### config.mk
export PLATFORM = sky130hd
export DESIGN_NAME = laser_scheduler
export DESIGN_NICKNAME = d
export VERILOG_FILES = /design/src/rtl/laser_pkg.sv /design/src/rtl/laser_scheduler_rr_arbiter4.sv /design/src/rtl/laser_scheduler.sv
export SDC_FILE = /design/constraint.sdc
export NUM_CORES = 1
export LEC_CHECK = 0
export ABC_AREA = 1
export CAP_MARGIN = 10
export CORE_AREA = 2 2 65 67
export CTS_CLUSTER_DIAMETER = 120
export DETAILED_ROUTE_END_ITERATION = 10
export DIE_AREA = 0 0 67 69
export HOLD_SLACK_MARGIN = 0.08
export PLACE_DENSITY = 0.74
export SLEW_MARGIN = 0
export SYNTH_ARGS = -nofsm -noshare
export SYNTH_HDL_FRONTEND = slang
export SYNTH_SLANG_ARGS = --single-unit
### constraint.sdc
create_clock -name i_clk -period 1.7 [get_ports i_clk]
set_clock_uncertainty 0.2 [all_clocks]
set_input_delay 0.255 -clock i_clk [delete_from_list [all_inputs] [get_ports i_clk]]
set_output_delay 0.255 -clock i_clk [all_outputs]
set_load 0.02 [all_outputs]
### src/rtl/laser_pkg.sv
// Shared types and constants for the laser scheduler: tunnel directions,
// FSM state encoding and the laser position width.
package laser_pkg;

    localparam int POS_W = 9;

    localparam logic [1:0] DIR_UP    = 2'd0;
    localparam logic [1:0] DIR_DOWN  = 2'd1;
    localparam logic [1:0] DIR_LEFT  = 2'd2;
    localparam logic [1:0] DIR_RIGHT = 2'd3;

    typedef enum logic [1:0] {
        ST_IDLE = 2'd0,
        ST_FIRE = 2'd1,
        ST_COOL = 2'd2
    } state_t;

    function automatic logic [3:0] dir_onehot(input logic [1:0] dir);
        return 4'b0001 << dir;
    endfunction

endpackage

### src/rtl/laser_scheduler_rr_arbiter4.sv
// Combinational 4-way round-robin pick: the first pending tunnel after the
// most recently granted one wins, with the last grant itself lowest priority.
module rr_arbiter4 (
    input  logic [3:0] i_pending,
    input  logic [1:0] i_rr_last,
    output logic       o_grant_valid,
    output logic [1:0] o_grant_idx
);

    logic [1:0] w_idx;

    // Scanning from furthest to nearest lets the nearest set bit overwrite.
    always_comb begin
        o_grant_valid = 1'b0;
        o_grant_idx   = 2'd0;
        w_idx         = 2'd0;
        for (int k = 4; k >= 1; k--) begin
            w_idx = i_rr_last + 2'(k);
            if (i_pending[w_idx]) begin
                o_grant_valid = 1'b1;
                o_grant_idx   = w_idx;
            end
        end
    end

endmodule

### src/rtl/laser_scheduler.sv
// Shared-laser controller for the four cannons: edge capture, round-robin
// grant, laser flight, hit/miss resolution and cooldown. Macro LASER_QUEUE_EN
// lets button edges queue while busy; undefined, edges are taken only in IDLE.
module laser_scheduler
    import laser_pkg::*;
#(
    parameter int LASER_START = 256,
    parameter int STEP        = 2,
    parameter int HIT_POS     = 76,
    parameter int COOLDOWN    = 4
) (
    input  logic             i_clk,
    input  logic             i_reset,
    input  logic             i_tick,
    input  logic [3:0]       i_req,
    input  logic [3:0]       i_monster_present,
    output logic [POS_W-1:0] o_laser_pos,
    output logic [1:0]       o_laser_dir,
    output logic [3:0]       o_shooting,
    output logic [3:0]       o_hit_pulse,
    output logic             o_miss_pulse,
    output logic             o_busy
);

    localparam logic [POS_W-1:0] LP_START = POS_W'(LASER_START);
    localparam logic [POS_W-1:0] LP_STEP  = POS_W'(STEP);
    localparam logic [POS_W-1:0] LP_HIT   = POS_W'(HIT_POS);
    localparam logic [7:0]       LP_COOL  = 8'(COOLDOWN);

    state_t           r_state, w_next_state;
    logic [3:0]       r_req_d, r_pending;
    logic [1:0]       r_rr_last, r_laser_dir;
    logic [POS_W-1:0] r_laser_pos;
    logic [7:0]       r_cool;
    logic [3:0]       r_hit_pulse;
    logic             r_miss_pulse;

    logic             w_grant_valid, w_grant, w_hit, w_miss, w_cool_done;
    logic [1:0]       w_grant_idx;
    logic [3:0]       w_rise, w_grant_mask;

    rr_arbiter4 u_arbiter (
        .i_pending     (r_pending),
        .i_rr_last     (r_rr_last),
        .o_grant_valid (w_grant_valid),
        .o_grant_idx   (w_grant_idx)
    );

    assign w_rise       = i_req & ~r_req_d;
    assign w_grant      = (r_state == ST_IDLE) && w_grant_valid;
    assign w_grant_mask = dir_onehot(w_grant_idx);
    // Monster presence only matters on the exact tick the laser sits at HIT_POS.
    assign w_hit        = (r_state == ST_FIRE) && i_tick
                          && i_monster_present[r_laser_dir] && (r_laser_pos == LP_HIT);
    assign w_miss       = (r_state == ST_FIRE) && i_tick && !w_hit
                          && (r_laser_pos == '0);
    assign w_cool_done  = (r_state == ST_COOL) && i_tick && (r_cool <= 8'd1);

    always_ff @(posedge i_clk) begin
        if (i_reset) r_state <= ST_IDLE;
        else         r_state <= w_next_state;
    end

    always_comb begin
        w_next_state = r_state;
        unique case (r_state)
            ST_IDLE: if (w_grant_valid)    w_next_state = ST_FIRE;
            ST_FIRE: if (w_hit || w_miss)  w_next_state = ST_COOL;
            ST_COOL: if (w_cool_done)      w_next_state = ST_IDLE;
            default:                       w_next_state = ST_IDLE;
        endcase
    end

    always_comb begin
        o_busy     = (r_state != ST_IDLE);
        o_shooting = (r_state == ST_FIRE) ? dir_onehot(r_laser_dir) : 4'b0000;
    end

    always_ff @(posedge i_clk) begin
        if (i_reset) begin
            r_req_d      <= i_req;
            r_pending    <= 4'b0000;
            r_rr_last    <= 2'd3;
            r_laser_pos  <= LP_START;
            r_laser_dir  <= DIR_UP;
            r_cool       <= 8'd0;
            r_hit_pulse  <= 4'b0000;
            r_miss_pulse <= 1'b0;
        end else begin
            r_req_d      <= i_req;
            r_hit_pulse  <= 4'b0000;
            r_miss_pulse <= 1'b0;
`ifdef LASER_QUEUE_EN
            r_pending <= (r_pending & ~(w_grant ? w_grant_mask : 4'b0000)) | w_rise;
`else
            if (r_state == ST_IDLE)
                r_pending <= w_grant ? 4'b0000 : (r_pending | w_rise);
`endif
            if (w_grant) begin
                r_laser_dir <= w_grant_idx;
                r_rr_last   <= w_grant_idx;
                r_laser_pos <= LP_START;
            end else if (w_hit || w_miss) begin
                r_laser_pos <= LP_START;
                if (w_hit) r_hit_pulse  <= dir_onehot(r_laser_dir);
                else       r_miss_pulse <= 1'b1;
            end else if ((r_state == ST_FIRE) && i_tick) begin
                r_laser_pos <= r_laser_pos - LP_STEP;
            end
            if (w_hit || w_miss)
                r_cool <= LP_COOL;
            else if (w_cool_done || ((r_state == ST_COOL) && i_tick))
                r_cool <= r_cool - 8'd1;
        end
    end

    assign o_laser_pos  = r_laser_pos;
    assign o_laser_dir  = r_laser_dir;
    assign o_hit_pulse  = r_hit_pulse;
    assign o_miss_pulse = r_miss_pulse;

endmodule

== Word-level counts from Yosys, hierarchy flattened ==
Cells that the tools add are included.

* Order comparisons: 6
* Add/subtract/negate cells: 5
* Mux-type cells: 27
* Shift-type cells: 1
* $mul: 0
* Equality and inequality tests: 6
* Divide/modulo/power cells: 0
* Reduce and logical (&&, ||, !) cells: 20
* Bitwise gates (word level): 5

{| class="wikitable"
|+ Operator list
! cell !! count
|-
| $lt 2x3->1 const B || 5
|-
| $mux 2 || 7
|-
| $bmux 1 s2 || 5
|-
| $mux 1 || 10
|-
| $eq 9x7->1 const B || 1
|-
| $logic_not 9->1 || 1
|-
| $sub 9x2->9 const B || 1
|-
| $le 8x1->1 const B || 1
|-
| $logic_and 1x1->1 || 8
|-
| $mux 4 || 2
|-
| $sub 8x1->8 const B || 1
|-
| $mux 3 || 2
|-
| $pmux 2 s3 || 1
|-
| $reduce_or 3->1 || 2
|-
| $add 2x2->2 const B || 2
|-
| $and 4x4->4 || 1
|-
| $ne 2x2->1 const B || 2
|-
| $not 4->4 || 1
|-
| $or 4x4->4 || 1
|-
| $reduce_bool 2->1 || 2
|-
| $reduce_or 4->1 || 1
|-
| $shl 1x2->4 const A || 1
|-
| $reduce_and 3->1 || 1
|-
| $add 2x1->2 const B || 1
|-
| 8 further kinds || 10
|}

* Memories kept: 0
* Memory bits (writable): 0
* Bits in latches: 0
* Register bits: 36
* Logic and storage cells: 80
* ROM bits: 0
* Input port bits: 11

== Depth between registers and ports, before layout ==
Gate-level depths: netlist of run 1.

* Depth in word-level cells: 10
* Gate-level depth with buffers: 10
* Depth with buffers taken out: 10

== Modules after synthesis ==
From an unflattened synthesis of run 1, not the netlist that was laid out.

* Cells, all modules: 266
* Area, all modules: 1,938.1 µm²

{| class="wikitable"
|+ Modules (own cells, without submodules)
! module !! area each (µm²) !! cells each !! seq. area each (µm²) !! times used
|-
| laser_scheduler || 1,691.6 || 215 || 700.7 || 1
|-
| rr_arbiter4 || 246.5 || 51 || 0.0 || 1
|}

== Worst setup path after synthesis of run 1 ==
OpenSTA, ideal clock, no wires.

* Path type: reg2reg
* Start point: register r_laser_pos[1] (netlist: o_laser_pos[1])
* End point: register r_laser_pos[8] (netlist: o_laser_pos[8])
* Data arrival time: 1.376 ns
* Setup slack: 0.012 ns
* Period minus slack after synthesis: 1.688 ns
* Library setup time: 0.112 ns
* Path buffers: 0
* Stages on the path, launching flop included: 9
* Path through: dfxtp_1 inv_1 ha_1 nand3_1 nor3_4 nand2_1 nand4_2 inv_2 nand2_1

* Word-level cells in the longest chain between the ends: 7

{| class="wikitable"
|+ RTL lines
! item !! line !! text
|-
| start, declared || laser_scheduler.sv:33 || <nowiki>logic [POS_W-1:0] r_laser_pos;</nowiki>
|-
| start signal, assigned || laser_scheduler.sv:108 || <nowiki>r_laser_pos <= r_laser_pos - LP_STEP;</nowiki>
|-
| $eq 9x7->1 || laser_scheduler.sv:54 || <nowiki>&& i_monster_present[r_laser_dir] && (r_laser_pos == LP_HIT);</nowiki>
|-
| $logic_and 1x1->1 || laser_scheduler.sv:54 ||
|-
| $logic_not 1->1 || laser_scheduler.sv:55 || <nowiki>assign w_miss = (r_state == ST_FIRE) && i_tick && !w_hit</nowiki>
|-
| $logic_and 1x1->1 || laser_scheduler.sv:55 ||
|-
| $logic_and 1x1->1 || laser_scheduler.sv:56 || <nowiki>&& (r_laser_pos == '0);</nowiki>
|-
| $logic_or 1x1->1 || laser_scheduler.sv:103 || <nowiki>end else if (w_hit || w_miss) begin</nowiki>
|-
| $reduce_or 3->1 (no line) || - ||
|}

Several ways; a longest one is shown, not always the timed one.
A chain may end at the register's enable or synchronous reset.

== Final worst setup path of run 1 ==
* Start point: register r_rr_last[0]
* End point: register r_hit_pulse[2] (netlist: o_hit_pulse[2])

* Word-level cells in the longest chain between the ends: 8

{| class="wikitable"
|+ RTL lines
! item !! line !! text
|-
| start, declared || laser_scheduler.sv:32 || <nowiki>logic [1:0] r_rr_last, r_laser_dir;</nowiki>
|-
| start signal, assigned || laser_scheduler.sv:101 || <nowiki>r_rr_last <= w_grant_idx;</nowiki>
|-
| $add 2x2->2 or $bmux 1 s2 (tied branches) || laser_scheduler_rr_arbiter4.sv:18, laser_scheduler_rr_arbiter4.sv:19 ||
|-
| $bmux 1 s2 or $mux 1 (tied branches) || laser_scheduler_rr_arbiter4.sv:19 || <nowiki>if (i_pending[w_idx]) begin</nowiki>
|-
| $mux 1 (implied by the code) || laser_scheduler_rr_arbiter4.sv:19 ||
|-
| $mux 1 (2 in a row) || laser_scheduler_rr_arbiter4.sv:19 ||
|-
| $mux 1 * || laser_scheduler_rr_arbiter4.sv:19 ||
|-
| $logic_and 1x1->1 * || laser_scheduler.sv:50 || <nowiki>assign w_grant = (r_state == ST_IDLE) && w_grant_valid;</nowiki>
|-
| $reduce_or 4->1 (no line) * || - ||
|-
| end signal, assigned || laser_scheduler.sv:105 || <nowiki>if (w_hit) r_hit_pulse <= dir_onehot(r_laser_dir);</nowiki>
|-
| end, declared || laser_scheduler.sv:35 || <nowiki>logic [3:0] r_hit_pulse;</nowiki>
|}

Mark *: on every way between the ends. The rest lies on a longest branch, timed or not. The select of a mux whose other input is x is not followed.

==> results.toml, run 1 <==
[die]
die_y_um = 69
ios = 32
die_area_sq_um = 4623
rows = 23
die_w_um = 67
initial_core_util_pct = 45.75
coreArea_sq_um = 3914

[setup_path]
cp.arrival_ns = 1.75
critPathSlowestCell = "dfxtp_2"
rrSetupSlack_ns = -0.02
reg2regPathDepth = 8
r2r-end = "o_hit_pulse[2]"
cp-end-kind = "flip-flop"
cp-start-kind = "flip-flop"
worstPathRequired_ns = 1.73
crit_fanout = 5
worstReg2RegStart = "r_rr_last[0]"
path_cells = "inv_1 -> nand2_1 -> nand4_1 -> o21ai_4 -> inv_4 -> nor2_8 -> nand3_4 -> nor2_2"
crit_type = "flip-flop to flip-flop"
cpPeakStageDelay_ns = 0.33

[cells_and_area]
n_antenna_cell = 0
nets = 329
area_growth_pct = 40.81
final_area_sq_um = 2521
instances_no_fill = 363
fill_cells = 364
drive_gt1_share_pct = 27.48

[logic_synthesis]
synth_edf_count = 0
syn_area_per_cell_sq_um = 7.308
synthCells = 245
ys_warn_count = 0
synth.cell_area_sq_um = 1790
syn-num-nets = 261
async_flop_share_pct = 0
yosysUniqueCellTypes = 34
ys_seq_area_share_pct = 39.13
synth_seq_cells = 35
synthFlopType = "dfxtp_1"

[flow_run]
cap_violations = 0

[routing]
drtIter0Drc = 66
drtAntennaViolNets = 0
drt_wl_total_um = 3881
via_count = 1724
vias_per_cell = 4.749
dr.pass1.iters = 4
wl_per_cell_um = 10.69
drc = 0

[timing]
setup_slack_ns = -0.01664
period_needed_ns = 1.717
rsz0062_at_grt = "true"
max_clock_freq_mhz = 582.5
finalHoldViolations = 0
timing.final.crit_share_pct = 101.0
setup-violations-final = 1
slew_violations = 0
whs_ns = 0.2381

[clock_tree]
cts_tree = "yes"
h-tree-depth = 2
clk_path_buf_depth = 2
numCtsBuffers = 5
cts.sinks = 35
clock-root-buffer = "clkbuf_8"
path_clk_slew_ns = 0.07
insertion_delay_ns = 0.29

[global_routing]
grt_pass1_vias = 1491
antenna_found_initial = 0
grt_first_pass_wirelength_um = 6265
grt_overflow_total = 0
grt_start_max_net_pins = 11
grtUsageTotal_pct = 17.08

[min_path]
hold_depth = 1
hold_end = "r_req_d[2]"
min_from = "i_req[2]"
hp-class = "input port to flip-flop"

[pwr]
leakagePower_nw = 1.252
total_power_mw = 3.609
peakVddDrop_mv = 0.7109
power_density_nw_per_um2 = 1432

[status]
violations = "negative setup slack"
run_status = "finished with violations"

[placement]
dp_cells = 350
placed_area_sq_um = 2337
port_buffers = 30
place_congestion = 0.7964
dp_hpwl_um = 2863
flip-flops by register name, indices dropped and copies added (netlist names):
register,cells
r_state,2
o_laser_dir,2
r_req_d,4
r_pending,4
r_rr_last,2
r_cool,8
o_hit_pulse,4
o_miss_pulse,1
o_laser_pos,8
cell families after synthesis:
kind of cell / count (synthesis) / share of synthesized area, %
AOI/OAI and AO/OA: 19 / 6.430
xor gates and xnor gates: 10 / 4.891
adders and majority gates: 5 / 3.494
buffers and inverters: 37 / 8.526
DFF: 35 / 39.13
other: 1 / 0.2094
and+or+nand+nor: 138 / 37.32
cell usage in the layout (no fill, tap or decap), drive strengths merged, types with 6 or more instances in the layout:
master / Yosys / final
inv: 35 / 35
buf: 2 / 37
nor2: 41 / 41
clkdlybuf4s50: 0 / 13
nand2: 66 / 66
dlygate4sd2: 0 / 11
dfxtp: 35 / 35
nand4: 6 / 6
nand3: 16 / 16
a21oi: 11 / 11
clkbuf: 0 / 6
cells in the mapped netlist, types with 3 or more instances:
cell type	count	area share, %
nand3b_1	4	1.7
o21ai_0	3	0.84
nand2_1	60	13
inv_1	30	6.3
inv_2	4	0.84
nor2_2	6	2.1
dfxtp_1	35	39
xor2_1	5	2.4
a21oi_1	11	3.1
nand3_1	14	3.9
nor2_1	34	7.1
ha_1	5	3.5
xnor2_1	5	2.4
nand2_2	5	1.7
nand4_1	5	1.7
through the flow:
stage	utilization [%]	worst slack [ns]	TNS (ns)
floorplan	-	0.01195	0
global placement	59.72	-0.1834	-2.341
detailed placement	59.72	-0.2175	-3.326
CTS	61.83	0.009292	0
global route	64.42	-0.1190	-1.028
finish	64.42	-0.01664	-0.01664
final cells by class:
class,instances,area [sq um],area share [%]
Inverter,35,133.9,5.310
Multi-Input combinational cell,173,1008,40.00
Clock buffer,6,82.58,3.275
Sequential cell,35,705.7,27.99
Timing Repair Buffer,63,523.0,20.74
Tap cell,50,62.56,2.481
Clock inverter,1,5.005,0.1985
what timing repair did:
| action | CTS | global route |
|---|---|---|
| gates resized for setup | 29 | 25 |
| hold buffers | 0 | 0 |
| setup buffers | 0 | 6 |
| setup endpoints to repair | 25 | 33 |
| pin swaps | 1 | 7 |
critical path, delay by kind of cell (launching register included):
family / cells / cell delay, ns
buffers and inverters: 2 / 0.17
AOI/OAI and AO/OA: 1 / 0.30
DFF: 1 / 0.33
and+or+nand+nor: 5 / 0.65
how the worst max path moves through the flow:
stage | end | depth (start not counted) | slack, ns | from
after floorplan | o_laser_pos[8] | 8 | 0.01 | o_laser_pos[1]
after global placement | o_laser_pos[8] | 9 | -0.18 | i_monster_present[3]
after detailed placement | o_laser_pos[5] | 6 | -0.22 | i_tick
after CTS | o_hit_pulse[3] | 8 | 0.009 | r_rr_last[0]
after global routing | o_hit_pulse[2] | 8 | -0.12 | r_rr_last[0]
final | o_hit_pulse[2] | 8 | -0.02 | r_rr_last[0]
routing by layer:
layer | global-route usage [%] | wire length [um] | vias up
li1 | - | - | 900
met1 | 21.99 | 1637 | 791
met2 | 27.17 | 2013 | 26
met3 | 4.894 | 177 | 7
met4 | 5.442 | 53 | 0
met5 | 0 | 0 | -
where the power goes:
part           switching (mW)  internal [mW]
registers               0.132          0.954
clock network           0.285          0.318
logic                    1.08          0.837
total                    1.50           2.11
Power figures use the tool's default switching activity.
==> run 2: changes to the inputs <==
Settings changed: CTS_CLUSTER_SIZE set to 24, PLACE_DENSITY 0.74 to 0.73.
==> results.toml, run 2 (synthesized netlist as in run 1, its figures left out) <==
[status]
run_status = "complete, no violations"

[cells_and_area]
drive_gt1_share_pct = 32.05
n_antenna_cell = 0
mostFrequentLayoutCells = "nand2_1, dfxtp_1, buf_4, inv_1, nor2_1"
final_common_cell = "nand2_1"
nets = 328
area_growth_pct = 43.47
fin_util_pct = 65.63

[routing]
drt_wl_total_um = 4070
vias_per_cell = 4.729
wl_per_cell_um = 11.24
drtIter0Drc = 57
drtAntennaViolNets = 0
dr.pass1.iters = 4
drc = 0
via_count = 1712

[pwr]
peakVddDrop_mv = 0.7888
power_density_nw_per_um2 = 1437
total_power_mw = 3.691
leakagePower_nw = 1.223

[min_path]
hp-class = "input port to flip-flop"

[timing]
finalHoldViolations = 0
period_needed_ns = 1.699
slew_violations = 0
fin_tns_setup_ns = 0
timing.final.crit_share_pct = 99.95
rsz0062_at_grt = "true"
whs_ns = 0.2338
setup-violations-final = 0
max_clock_freq_mhz = 588.5

[die]
ios = 32
die_area_sq_um = 4623
die_y_um = 69
coreArea_sq_um = 3914
initial_core_util_pct = 45.75
die_w_um = 67
rows = 23

[global_routing]
antenna_found_initial = 0
grt_pass1_vias = 1512
global_route.usage.met1_pct = 23.57
grt_use_met2_pct = 29.81
grt_start_max_net_pins = 11
busiest_layer = "met2"
grt_first_pass_wirelength_um = 6644
grt_util_met3_pct = 4.405
grtUsageTotal_pct = 18.48
grt_overflow_total = 0

[placement]
place_congestion = 0.8134
dp_hpwl_um = 2825
port_buffers = 30

[clock_tree]
numCtsBuffers = 5
cts.sinks = 35
clock-root-buffer = "clkbuf_8"
path_clk_slew_ns = 0.07
postCtsHoldBufs = 0
cts_tree = "yes"
clk_path_buf_depth = 2
h-tree-depth = 2
insertion_delay_ns = 0.29

[setup_path]
r2r-end = "o_hit_pulse[0]"
reg2regPathDepth = 8
crit_type = "flip-flop to flip-flop"
cp-start-kind = "flip-flop"
worstReg2RegStart = "r_rr_last[0]"
cp-startpoint = "r_rr_last[0]"
cp.arrival_ns = 1.74
cp-endpoint = "o_hit_pulse[0]"
worstPathRequired_ns = 1.74
rrSetupSlack_ns = 0.0008
cp-end-kind = "flip-flop"
crit_fanout = 4

[flow_run]
cap_violations = 0
==> run 2: cell types whose count changed in the layout (fill, tap and decap cells not counted), sizes merged <==
cell / before / now
buf: 37 / 35
dlymetal6s2s: 2 / 1
clkdlybuf4s15: 0 / 1
clkdlybuf4s50: 13 / 14
==> run 2: routing by layer <==
layer,share of wire (%),vias up
li1,-,900
met1,44,784
met2,52,21
met3,2.7,7
met4,1.6,0
met5,0,-
==> run 2: critical path, cell delays in order (launching register included) <==
cell	delay (ns)
dfxtp_4	0.36
buf_6	0.12
nand2_2	0.05
nand4_1	0.19
o21ai_4	0.24
inv_4	0.08
nor2_8	0.16
nand3_4	0.12
nor2_2	0.11
==> run 2: layout make-up <==
class,count,area [sq um]
fill,352,1345
multi-input combinational,173,1028
sequential,35,711.9
timing repair buffer,62,539.3
inverter,35,138.9
clock buffer,6,82.58
tap,50,62.56
clock inverter,1,5.005
==> run 2: report_power, final <==
part	switching [mW]	internal (mW)	total (mW)	leakage (nW)
combinational	1.12	0.859	1.98	0.888
clock	0.298	0.318	0.616	0.0470
sequential	0.131	0.961	1.09	0.288
==> run 2: timing repair <==
item                                    CTS  global route
gates resized for setup                  28            42
endpoints found under the setup margin   23            32
setup buffers                             0             9
pin swaps                                 1            12
==> run 2: how the worst min path moves through the flow <==
| stage | end | slack, ns | startpoint | depth (start not counted) |
|---|---|---|---|---|
| final | r_req_d[2] | 0.23 | i_req[2] | 1 |
| after global placement | r_cool[7] | 0.25 | r_cool[7] | 2 |
| after floorplan | r_req_d[0] | 0.08 | i_req[0] | 0 |
| after global routing | r_req_d[3] | 0.24 | i_req[3] | 1 |
| after CTS | r_req_d[2] | 0.23 | i_req[2] | 1 |
| after detailed placement | r_cool[7] | 0.27 | r_cool[7] | 2 |
==> run 2: per-stage QoR <==
stage / worst slack [ns] / cells / instance area (sq um)
2_1_floorplan: 0.01195 / 245 / 1790
3_3_place_gp: -0.1782 / 346 / 2307
3_5_place_dp: -0.2213 / 346 / 2307
4_1_cts: -0.008881 / 353 / 2394
5_1_grt: -0.1095 / 362 / 2569
6_report: 0.0007822 / 362 / 2569
==> run 3: changes to the inputs <==
Settings changed: SLEW_MARGIN 0 to not set, TNS_END_PERCENT set to 30.
==> results.toml, run 3 (synthesized netlist as in run 1, its figures left out) <==
[min_path]
hold_depth = 1
hp-class = "input port to flip-flop"
min_from = "i_req[2]"

[routing]
wl_per_cell_um = 10.88
drtAntennaViolNets = 0
drtIter0Drc = 68
dr.pass1.iters = 4
drc = 0
via_count = 1647
vias_per_cell = 4.613
drt_wl_total_um = 3885

[pwr]
peakVddDrop_mv = 0.7883
internal-power_mw = 2.091
power_density_nw_per_um2 = 1454
pwr-share-seq_pct = 30.4
clkPwrFrac_pct = 17.0
total_power_mw = 3.611
leakagePower_nw = 1.198
p_switching_mw = 1.519
switching_share_pct = 42.08
pwr-share-comb_pct = 52.6

[global_routing]
grt_start_max_net_pins = 11
grt_pass1_vias = 1510
grt_overflow_total = 0
antenna_found_initial = 0
grt_first_pass_wirelength_um = 6624
grtUsageTotal_pct = 18.42

[placement]
port_buffers = 30
dp_cells = 346
post-place-ws_ns = -0.2213
place_congestion = 0.8134
dp_hpwl_um = 2825

[timing]
slew_violations = 0
fin_tns_setup_ns = -0.003099
max_clock_freq_mhz = 587.2
whs_ns = 0.2373
timing.final.crit_share_pct = 100.2
period_needed_ns = 1.703
setup-violations-final = 1
finalHoldViolations = 0
setup_slack_ns = -0.003099
rsz0062_at_grt = "true"

[die]
die_w_um = 67
initial_core_util_pct = 45.75
ios = 32
die_y_um = 69
rows = 23
die_area_sq_um = 4623
coreArea_sq_um = 3914

[setup_path]
r2r-end = "o_hit_pulse[0]"
cp.arrival_ns = 1.74
crit_fanout = 5
cp-start-kind = "flip-flop"
cp-startpoint = "r_rr_last[0]"
cp-endpoint = "o_hit_pulse[0]"
rrSetupSlack_ns = -0.003
worstReg2RegStart = "r_rr_last[0]"
cp-end-kind = "flip-flop"
reg2regPathDepth = 8
crit_type = "flip-flop to flip-flop"
worstPathRequired_ns = 1.73

[clock_tree]
h-tree-depth = 2
insertion_delay_ns = 0.29
cts.sinks = 35
clock-root-buffer = "clkbuf_8"
path_clk_slew_ns = 0.07
postCtsHoldBufs = 0
cts_tree = "yes"
numCtsBuffers = 5
clk_path_buf_depth = 2

[cells_and_area]
fill_cells = 358
drive_gt1_share_pct = 27.69
area_growth_pct = 38.71
final_common_cell = "nand2_1"
instances_no_fill = 357
mostFrequentLayoutCells = "nand2_1, dfxtp_1, nor2_1, inv_1, buf_4"
n_antenna_cell = 0
nets = 323

[status]
run_status = "finished with violations"
violations = "negative setup slack"

[flow_run]
cap_violations = 0
## run 3: cell count changes in the layout (fill, tap and decap cells not counted), moves of 3 or more
cell and delta:
a21oi_1 +5, a21oi_2 -5, buf_4 -4, nor2_1 +3, nor2_2 -3
## run 3: stage by stage
step	instance area, sq um	util [%]
4_1_cts	2384	60.90
3_3_place_gp	2307	58.95
5_1_grt	2484	63.46
6_report	2484	63.46
3_5_place_dp	2307	58.95
2_1_floorplan	1790	-
## run 3: worst max-delay path, cell delays in order (launching register included)
cell     delay (ns)
dfxtp_4        0.36
buf_6          0.13
nand2_4        0.05
nand4_1        0.19
o21ai_4        0.24
inv_4          0.08
nor2_8         0.16
nand3_4        0.12
nor2_2         0.11
## run 3: power groups by stage
stage	registers, mW	clock network (mW)	logic (mW)
2_1_floorplan	1.14	0	1.06
3_3_place_gp	1.08	0	1.69
3_5_place_dp	1.08	0	1.72
4_1_cts	1.07	0.629	1.69
5_1_grt	1.12	0.672	2.10
6_report	1.10	0.614	1.90
## run 3: per-layer routing
layer | vias up | GRT usage, % | part of all wire [%]
li1 | 891 | - | -
met1 | 733 | 23.36 | 46
met4 | 0 | 6.803 | 1.6
met5 | - | 0 | 0
met2 | 17 | 29.81 | 49
met3 | 6 | 4.405 | 2.9
## run 3: layout make-up
cell class | count | area [sq um] | share of cell area [%]
multi-input combinational | 173 | 997.2 | 40.15
timing repair buffer | 57 | 489.2 | 19.70
clock buffer | 6 | 82.58 | 3.325
tap | 50 | 62.56 | 2.519
inverter | 35 | 136.4 | 5.491
sequential | 35 | 710.7 | 28.61
clock inverter | 1 | 5.005 | 0.2015
## run 3: timing repair
item | 4_1_cts | 5_1_grt
resized for setup | 27 | 32
pin swaps | 0 | 9
gates cloned | 0 | 0
setup endpoints to repair | 23 | 33
setup buffers | 0 | 4
## run 3: how the worst min path moves through the flow
stage / endpoint
global route: r_req_d[3]
global placement: r_cool[7]
finish: r_req_d[2]
CTS: r_req_d[2]
floorplan: r_req_d[0]
detailed placement: r_cool[7]
